[config.mk]
export PLATFORM = sky130hd
export DESIGN_NAME = mem_access_ctrl
export DESIGN_NICKNAME = d
export VERILOG_FILES = /design/src/rtl/mem_access_ctrl.sv
export SDC_FILE = /design/constraint.sdc
export NUM_CORES = 1
export LEC_CHECK = 0
export BUFFER_PORTS_ARGS = -buffer_cell sky130_fd_sc_hd__buf_2
export CAP_MARGIN = 20
export CORE_MARGIN = 4
export CORE_UTILIZATION = 35
export DETAILED_ROUTE_END_ITERATION = 8
export HOLD_SLACK_MARGIN = 0.1
export SLEW_MARGIN = 10
export SYNTH_ARGS = -nofsm -noshare
export SYNTH_HDL_FRONTEND = slang
export SYNTH_SLANG_ARGS = --single-unit
export TNS_END_PERCENT = 30
[constraint.sdc]
create_clock -name clk -period 2.95 [get_ports clk]
set_clock_uncertainty 0.15 [all_clocks]
set_input_delay 0 -clock clk [delete_from_list [all_inputs] [get_ports clk]]
set_output_delay 0 -clock clk [all_outputs]
set_load 0.02 [all_outputs]
[src/rtl/mem_access_ctrl.sv]
// rtl/mem_access_ctrl.sv - load/store initiator with sub-word read-modify-write for a word-organised memory
module mem_access_ctrl #(
  parameter int unsigned RAM_SIZE = 256
) (
  input  logic        clk,
  input  logic        rst_n,
  input  logic        req_valid,
  output logic        req_ready,
  input  logic        req_write,
  input  logic [1:0]  req_size,
  input  logic        req_signed,
  input  logic [31:0] req_addr,
  input  logic [31:0] req_wdata,
  output logic        rsp_valid,
  output logic [31:0] rsp_rdata,
  output logic        rsp_err,
  output logic        mem_write,
  output logic [31:0] mem_address,
  output logic [31:0] mem_write_data,
  input  logic [31:0] mem_read_data
);

  localparam logic [1:0] SZ_BYTE = 2'b00;
  localparam logic [1:0] SZ_HALF = 2'b01;
  localparam logic [1:0] SZ_WORD = 2'b10;
  localparam logic [1:0] SZ_ILL  = 2'b11;

  typedef enum logic [1:0] {
    IDLE,
    ACCESS,
    MERGE_WR,
    RESP
  } state_t;

  state_t      state;
  logic        write_q;
  logic [1:0]  size_q;
  logic        signed_q;
  logic [31:0] addr_q;
  logic [31:0] wdata_q;
  logic [31:0] merge_q;
  logic [31:0] rsp_rdata_q;
  logic        rsp_err_q;

  function automatic logic req_bad(input logic [1:0] size, input logic [31:0] addr);
    logic misaligned;
    logic out_of_range;
    misaligned   = ((size == SZ_HALF) && addr[0]) ||
                   ((size == SZ_WORD) && (addr[1:0] != 2'b00));
    out_of_range = ({2'b00, addr[31:2]} >= 32'(RAM_SIZE));
    return (size == SZ_ILL) || misaligned || out_of_range;
  endfunction

  function automatic logic [31:0] load_extract(input logic [31:0] word, input logic [1:0] size,
                                               input logic [1:0] off, input logic sgn);
    logic [31:0] shifted;
    logic [7:0]  b;
    logic [15:0] h;
    shifted = word >> {off, 3'b000};
    b = shifted[7:0];
    h = off[1] ? word[31:16] : word[15:0];
    case (size)
      SZ_BYTE: return {{24{sgn & b[7]}}, b};
      SZ_HALF: return {{16{sgn & h[15]}}, h};
      default: return word;
    endcase
  endfunction

  // Only the addressed lane is replaced; every other bit of the read word survives.
  function automatic logic [31:0] store_merge(input logic [31:0] word, input logic [31:0] data,
                                              input logic [1:0] size, input logic [1:0] off);
    logic [31:0] mask;
    logic [31:0] lane;
    logic [4:0]  sh;
    if (size == SZ_BYTE) begin
      sh   = {off, 3'b000};
      mask = 32'h0000_00ff << sh;
      lane = {24'h0, data[7:0]} << sh;
    end else begin
      sh   = {off[1], 4'b0000};
      mask = 32'h0000_ffff << sh;
      lane = {16'h0, data[15:0]} << sh;
    end
    return (word & ~mask) | lane;
  endfunction

  always_ff @(posedge clk or negedge rst_n) begin
    if (!rst_n) begin
      state       <= IDLE;
      write_q     <= 1'b0;
      size_q      <= SZ_BYTE;
      signed_q    <= 1'b0;
      addr_q      <= 32'h0;
      wdata_q     <= 32'h0;
      merge_q     <= 32'h0;
      rsp_rdata_q <= 32'h0;
      rsp_err_q   <= 1'b0;
    end else begin
      case (state)
        IDLE: begin
          if (req_valid) begin
            write_q     <= req_write;
            size_q      <= req_size;
            signed_q    <= req_signed;
            addr_q      <= req_addr;
            wdata_q     <= req_wdata;
            rsp_rdata_q <= 32'h0;
            if (req_bad(req_size, req_addr)) begin
              rsp_err_q <= 1'b1;
              state     <= RESP;
            end else begin
              rsp_err_q <= 1'b0;
              state     <= ACCESS;
            end
          end
        end
        ACCESS: begin
          if (!write_q) begin
            rsp_rdata_q <= load_extract(mem_read_data, size_q, addr_q[1:0], signed_q);
            state       <= RESP;
          end else if (size_q == SZ_WORD) begin
            state <= RESP;
          end else begin
            merge_q <= store_merge(mem_read_data, wdata_q, size_q, addr_q[1:0]);
            state   <= MERGE_WR;
          end
        end
        MERGE_WR: state <= RESP;
        RESP: begin
          rsp_rdata_q <= 32'h0;
          rsp_err_q   <= 1'b0;
          state       <= IDLE;
        end
        default: state <= IDLE;
      endcase
    end
  end

  // Memory-side signals depend on state and captured request only, so reset kills them at once.
  logic word_store_now;
  logic accessing;

  assign word_store_now = (state == ACCESS) && write_q && (size_q == SZ_WORD);
  assign accessing      = (state == ACCESS) || (state == MERGE_WR);

  assign req_ready      = (state == IDLE);
  assign rsp_valid      = (state == RESP);
  assign rsp_rdata      = rsp_rdata_q;
  assign rsp_err        = rsp_err_q;
  assign mem_write      = word_store_now || (state == MERGE_WR);
  assign mem_address    = accessing ? {addr_q[31:2], 2'b00} : 32'h0;
  assign mem_write_data = (state == MERGE_WR) ? merge_q :
                          word_store_now      ? wdata_q : 32'h0;

endmodule

# --- Word level (Yosys, flattened, before mapping) ---
# Index checks and enable logic that the tools add are counted.
op_classes:
  n_lt_le_gt_ge: 1
  n_eq_ne: 10
  shifts: 5
  muxes: 24
  bitwise_logic: 6
  reduce_logical: 18
ops:
  columns: ["op", "n"]
  rows:
  - ["32-bit two-way mux", 13]
  - ["32-bit one-hot mux with 3 select lines", 1]
  - ["32-bit one-hot mux with 2 select lines", 1]
  - ["32-bit bitwise AND", 1]
  - ["32-bit NOT", 1]
  - ["32-bit bitwise OR", 1]
  - ["16-bit by 5-bit left shift with 32-bit output", 1]
  - ["16-bit by 5-bit left shift with 32-bit output (first input constant)", 1]
  - ["8-bit by 5-bit left shift with 32-bit output", 1]
  - ["8-bit by 5-bit left shift with 32-bit output (first input constant)", 1]
  - ["32-bit by 5-bit right shift with 8-bit output", 1]
  - ["30-bit by 9-bit greater-or-equal comparator with 1-bit output (second input constant)", 1]
  - ["16-bit two-way mux", 1]
  - ["2-bit equality test (second input constant)", 5]
  - ["2-bit one-hot mux with 4 select lines", 1]
  - ["2-bit by 1-bit equality test with 1-bit output (second input constant)", 3]
  - ["3-bit AND reduction", 2]
  - ["1-bit logical OR", 5]
  - ["1-bit logical AND", 4]
  - ["2-bit logical NOT", 2]
  - ["1-bit two-way mux", 4]
  - ["2-bit two-way mux", 2]
  - ["2-bit inequality test (second input constant)", 2]
  - ["2-bit AND reduction", 2]
  - ["other kinds (5)", 7]
totals:
  ff_bits: 135
  output_inout_bits: 100
  word_cells: 73

# --- Longest topological paths before layout ---
# Gate-level depths: netlist of the first run.
depth:
  word_depth: 8
  mapped_depth: 8
  mapped_depth_nobuf: 6

# --- Worst setup path after synthesis of the first run ---
# Ideal clock, no wire load.
synth_path:
  path_type: "flip-flop to flip-flop"
  from: "reg state[0]"
  to: "reg rsp_rdata_q[16], in the netlist rsp_rdata[16]"
  arrival_time_ns: 1.906
  slack_ns: 0.767
  path_stages_with_launch: 8
  n_path_buf: 1
  period_less_slack_ns: 2.183
  path_cell_list: "dfrtp_1 > inv_1 > ha_1 > inv_2 > o2111ai_4 > nor2_1 > buf_2 > a221o_2"
synth_via:
  elab_chain_len: 3
  word_cells_on_any_way: 8
  classes_between: "eq/ne (4); mux (1); reduce/logical (3)"
synth_rtl:
  columns: ["item", "line_no", "source"]
  rows:
  - ["start, declared", "35", "state_t state;"]
  - ["start signal, assigned", "89", "state <= IDLE;"]
  - ["start signal, assigned", "110", "state <= RESP;"]
  - ["start signal, assigned", "113", "state <= ACCESS;"]
  - ["2-bit logical NOT (*)", null, null]
  - ["named net req_ready", "8", "output logic req_ready,"]
  - ["2-bit inequality test (no source line) or 3-bit nonzero test (tied branches)", null, null]
  - ["3-bit AND reduction (no source line)", null, null]
  - ["end signal, assigned", "119", "rsp_rdata_q <= load_extract(mem_read_data, size_q, addr_q[1:0], signed_q);"]
  - ["end, declared", "42", "logic [31:0] rsp_rdata_q;"]
# Mark *: on every way through the listed nets, which the timed path passes. The rest lies on a longest branch.
# A chain may end at the register's enable or synchronous reset.

# --- Worst setup path after layout of the first run ---
layout_path:
  from: "reg state[0]"
  to: "reg rsp_rdata_q[19], in the netlist rsp_rdata[19]"
layout_via:
  elab_chain_len: 3
  word_cells_on_any_way: 8
  classes_between: "eq/ne (4); mux (1); reduce/logical (3)"
layout_rtl:
  columns: ["item", "line_no", "source"]
  rows:
  - ["2-bit by 1-bit equality test with 1-bit output, or another cell as far along", "99", "case (state)"]
  - ["2-bit inequality test (no source line) or 3-bit nonzero test (tied branches)", null, null]
  - ["3-bit AND reduction (no source line)", null, null]
# Several ways; a longest one is shown, not always the timed one.

==> results.md, run 1 <==
- Antenna diodes: 0
- Drt via density: 5.056
- DRT Pass-1 Iters: 5
- Most common cell after layout, fill and taps aside: buf_2
- Placer congestion estimate: 0.8278
- H-tree depth: 4
- Vias in the first global route: 6316
- CTS max path bufs: 2
- #FFs+latches synth: 135
- Setup slack, reg-to-reg: 0.29 ns
- Post-route ant nets: 0
- Met2 Usage GRT: 0.3260
- Top post-synthesis cells by area: dfrtp_1, mux2_2, mux2i_1, nor2_1, and2_1
- Die ar.: 21860 µm²
- Cells resized by post-CTS repair: 0
- Startpoint types: flip-flop
- Syn-to-layout area delta: 42.71%
- Slew Limit Fails: 0
- First-pass GRT wire length: 35050 µm
- CTS buffer count: 17
- Via count: 6047
- Mapped Cells: 630
- Synth Warn #: 0
- Clk_lat worst skew: 0.42 ns
- Area leader, netlist: dfrtp_1
- Critical Path End Type: flip-flop
- Slowest stage cell, crit path: a2111oi_4
- Number of port buffers: 200
- Buf/Inv on CP: 2
- Non-filler cells, final: 1196
- Critical hold path startpoint: req_wdata[13]
- Worst Slack Setup Final: 0.2903 ns
- MaxCap Viol Count: 0
- Drt total wl: 22360 µm
- Cell family with most CP delay: compound AO/OA/AOI/OAI gates
- Met3 usage: 0.05549
- Worst Setup EP: rsp_rdata[19]
- Max IR drop VDD: 0.5900 mV
- Highest clock rate: 376.0 MHz
- CTS tree: built
- Period Utilization, post-route: 0.9016
- Root Driver: clkbuf_16
- Slew @ Worst Pin: 1.060 ns
- R2r worst-path depth: 6
- RR Startpoint: state[0]
- Worst-path fanout max: 16
- DRC viols: 0
- Synth cell types: 49
- Synthesized area per cell: 10.87 µm²
- DP HPWL: 15430 µm
- # setup viols final: 0
- Per-cell routed wire length: 18.70 µm
- Async set or reset register ratio after synthesis: 1.000
- Max-slew headroom: 0.2931
- CP arrival: 2.87 ns
- Share of layout cells above drive strength 1: 0.3697
- Stages on the worst setup path: 6
- Largest net degree at the start of global routing: 96
- Post-Place Cells: 1059
- Width of the die: 147.9 µm
- CTS sink cnt: 135
- Post-synth EDFFs: 0
- Initial drt markers: 375
- Synthesized area: 6847 µm²
- Minimum clock period: 2.660 ns
- Part of the Yosys area used for sequential elements: 0.4934
- RSZ-0062 raised after global routing: no
- I/O pins: 203
- Initial Util: 0.3612
- Core ar.: 18960 µm²
- Grt total ovfl: 0
- WS Path Type: flip-flop to flip-flop
- Met1 usage: 0.2733
- Clock slew at reported path FFs: 0.06 ns
- Critical Path, Cell by Cell: inv_1 -> ha_1 -> inv_2 -> o2111ai_4 -> a2111oi_4 -> a221o_2
- RR Endpoint: rsp_rdata[19]
- Worst Hold Class: input port to flip-flop
- Outcome: finished clean
- Pwr dens: 1132 nW/µm²
- Crit path launch: state[0]
- Dpl ws: 0.3379 ns
- Post-synth top area share: 0.4934
- Leakage: 4.629 nW
- Worst hold slack: 0.1877 ns
- Final hold vios: 0
- TNS Setup: 0 ns
- Num rows: 50
- Min-Delay Path Depth: 3
- Main synth FF type: dfrtp_1
- Most frequent cells in the layout: buf_2, dfrtp_1, dlygate4sd3_1
- DIE HEIGHT: 147.9 µm
- Critical path data required time: 3.16 ns
- GRT Util Overall: 0.2053
- GRT Max-Usage Layer: met2
- # nets final: 1030
- Max incr delay on CP: 1.01 ns
- Initial antenna violation count: 0
[registers in the layout, indices dropped and copies added, names as in the netlist]
signal     flops
signed_q       1
wdata_q       32
state          2
rsp_rdata     32
rsp_err        1
write_q        1
size_q         2
addr_q        32
merge_q       32
[cell families after synthesis]
logic type,synth area share
fa+ha+maj,0.007310
flops,0.4934
mux,0.1974
compound gates,0.1449
simple gates,0.1164
buf+inv,0.04002
other cells,0.0005477
[cell usage after synthesis, drive strengths merged, types with 2 or more instances]
library cell  instances
a221oi               17
and2                 30
nor3                 11
o211ai                3
clkbuf               24
nand2                45
o21ai                28
a221o                24
nor2b                 3
nor4                  5
a211oi                7
nand2b                3
and3                  2
a31oi                 3
a22o                  7
inv                  18
nor2                 69
dfrtp               135
mux2                 77
a311oi                6
ha                    4
a21oi                25
buf                  22
mux2i                48
[metal layers]
metal | wire (µm) | share of wire
met1 | 9967 | 0.45
met2 | 10200 | 0.46
met3 | 1688 | 0.075
met4 | 503 | 0.022
met5 | 0 | 0
[repair_timing]
item	in CTS	in global routing
buffers inserted	0	0
hold buffers	105	0
hold endpoints to repair	270	0
[through the flow]
| step | cell area (µm²) | power [mW] | utilization |
|---|---|---|---|
| after floorplan | 6850 | 7.088 | - |
| after global placement | 8115 | 8.755 | 0.4281 |
| after detailed placement | 8143 | 8.878 | 0.4296 |
| after CTS | 9768 | 11.11 | 0.5153 |
| after global routing | 9771 | 11.78 | 0.5154 |
| final | 9771 | 11.06 | 0.5154 |
[report_power, final]
group / internal (mW) / total (mW) / switching (mW) / leakage, nW
combinational: 2.32 / 5.57 / 3.26 / 2.71
clock: 1.19 / 2.05 / 0.860 / 0.275
sequential: 2.72 / 3.43 / 0.712 / 1.65
[worst min path at each step]
| stage | to | slack (ns) |
|---|---|---|
| detailed placement | wdata_q[20] | -0.21 |
| CTS | wdata_q[13] | 0.17 |
| floorplan | addr_q[0] | -0.45 |
| global placement | wdata_q[21] | -0.21 |
| global route | wdata_q[12] | 0.18 |
| finish | wdata_q[13] | 0.19 |
[cell type report]
type / instances / area (µm²)
fillers: 1687 / 9185
repair buffers: 319 / 2218
clock buffers: 19 / 442.9
clock inverters: 13 / 121.4
well taps: 260 / 325.3
multi-input cells: 432 / 3217
flip-flops and latches: 135 / 3378
inverters: 18 / 67.56
[tightest hold or removal path, stage by stage]
cell and delay [ns]:
dlygate4sd3_1 0.51, buf_2 0.09, mux2_2 0.12
No activity file was read; power rests on OpenSTA's default activity.
==> run 2, diff against run 1 <==
Clock period 2.95 ns to 2.2 ns, I/O delays scaled along.
==> results.md, run 2 (synthesis gave the netlist of run 1 again) <==
- Num rows: 50
- DP HPWL: 15580 µm
- Drt total wl: 22750 µm
- Initial drt markers: 309
- Slew Limit Fails: 0
- CTS tree: built
- GRT Util Overall: 0.2072
- DRT Pass-1 Iters: 5
- H-tree depth: 4
- Critical Path, Cell by Cell: inv_2 -> ha_4 -> buf_12 -> buf_12 -> mux2i_1 -> nor2_1 -> buf_2
- Via count: 6149
- Met2 Usage GRT: 0.3340
- Highest clock rate: 463.0 MHz
- Initial Util: 0.3612
- Max incr delay on CP: 0.43 ns
- Minimum clock period: 2.160 ns
- Critical path data required time: 2.05 ns
- MaxCap Viol Count: 0
- I/O pins: 203
- Worst-path fanout max: 14
- Slowest stage cell, crit path: dfrtp_2
- Clock slew at reported path FFs: 0.06 ns
- R2r worst-path depth: 8
- Grt total ovfl: 0
- CTS buffer count: 17
- Core ar.: 18960 µm²
- CTS sink cnt: 135
- Most common cell after layout, fill and taps aside: buf_2
- Flop pwr share: 0.288
- Period Utilization, post-route: 0.9817
- Root Driver: clkbuf_16
- Width of the die: 147.9 µm
- DRC viols: 0
- TNS Setup: 0 ns
- Met3 usage: 0.05426
- # setup viols final: 0
- Post-route ant nets: 0
- DIE HEIGHT: 147.9 µm
- WS Path Type: flip-flop to primary output
- Per-cell routed wire length: 18.69 µm
- Min-Delay Path Depth: 3
- Leakage: 4.823 nW
- Met1 usage: 0.2775
- Largest net degree at the start of global routing: 58
- Net Sw Frac: 0.4164
- Share of layout cells above drive strength 1: 0.3939
- Clock network power share: 0.195
- Placer congestion estimate: 0.8889
- Vias in the first global route: 6386
- Most frequent cells in the layout: buf_2, dfrtp_1, dlygate4sd3_1
- Fillers: 1626
- CP arrival: 2.01 ns
- # nets final: 1052
- First-pass GRT wire length: 35620 µm
- Die ar.: 21860 µm²
- Sw power: 6.570 mW
- Initial antenna violation count: 0
- Utilization after layout: 0.5376
- Clk_lat worst skew: 0.42 ns
- Startpoint types: flip-flop
- Pwr dens: 1548 nW/µm²
- CP most frequent cell: buf_12
- Syn-to-layout area delta: 48.83%
- Number of port buffers: 200
- Max IR drop VDD: 0.9150 mV
- Total power: 15.78 mW
- Max-slew headroom: 0.5382
- Final hold vios: 0
- Outcome: finished clean
- Critical Path End Type: primary output
- CTS max path bufs: 2
- RSZ-0062 raised after global routing: yes
- Antenna diodes: 0
- Combinational Power Share: 0.517
- Worst Hold Class: input port to flip-flop
- GRT Max-Usage Layer: met2
- Worst hold slack: 0.1917 ns
- Drt via density: 5.053
- Pint: 9.208 mW
- Slew @ Worst Pin: 0.6920 ns
[run 2: cell count changes in the layout (fill, tap and decap cells not counted), sizes merged]
cell and change:
dlygate4sd3 -1, buf +21, bufinv +3, clkinv -2, bufbuf +2, clkbuf -1, inv -1
[run 2: cell type report]
class                   count  area, µm²  share of cell area
flip-flops and latches    135       3379              0.3317
multi-input cells         432       3248              0.3188
repair buffers            341       2535              0.2488
clock buffers              18      439.2             0.04310
well taps                 260      325.3             0.03193
clock inverters            13      195.2             0.01916
inverters                  18      67.56            0.006631
[run 2: path summary, 6_finish.rpt]
kind	endpoint	slack, ns	from
min in group asynchronous	merge_q[22]	0.54	rst_n
max in group asynchronous	rsp_rdata[28]	1.03	rst_n
worst max register to register	rsp_rdata[28]	0.12	state[1]
worst min-delay path	wdata_q[12]	0.19	req_wdata[12]
worst min register to register	merge_q[4]	0.33	merge_q[4]
worst max-delay path	mem_write_data[8]	0.04	state[0]
[run 2: power by group through the flow]
stage | clock network (mW) | registers (mW) | logic [mW]
floorplan | 0 | 4.45 | 5.05
global placement | 0 | 4.53 | 7.47
detailed placement | 0 | 4.55 | 7.50
CTS | 3.14 | 4.53 | 8.00
global route | 3.25 | 4.68 | 8.83
finish | 3.07 | 4.54 | 8.16
[run 2: what timing repair did]
action / 4_1_cts / 5_1_grt
cloned: 2 / 0
buffers inserted: 3 / 3
hold endpoints to repair: 270 / 0
gates resized for setup: 10 / 18
hold buffers: 104 / 0
setup endpoints to repair: 49 / 55
[run 2: worst max-delay path, delay by kind of cell (launching register included)]
kind | cells | cell delay [ns]
fa+ha+maj | 1 | 0.20
buf+inv | 4 | 0.54
mux | 1 | 0.34
flops | 1 | 0.43
simple gates | 1 | 0.07
[run 2: through the flow]
step | cell area (µm²) | setup WS [ns] | cells
floorplan | 6850 | 0.01718 | 631
global placement | 8298 | -0.07520 | 1074
detailed placement | 8298 | -0.1324 | 1074
CTS | 10110 | 0.006402 | 1214
global route | 10190 | -0.06019 | 1217
finish | 10190 | 0.04018 | 1217
[run 2: layer usage]
| metal | wire length [µm] | vias up | part of all wire |
|---|---|---|---|
| li1 | - | 2902 | - |
| met1 | 9989 | 2940 | 0.44 |
| met2 | 10600 | 276 | 0.47 |
| met3 | 1695 | 31 | 0.075 |
| met4 | 464 | 0 | 0.020 |
| met5 | 0 | - | 0 |
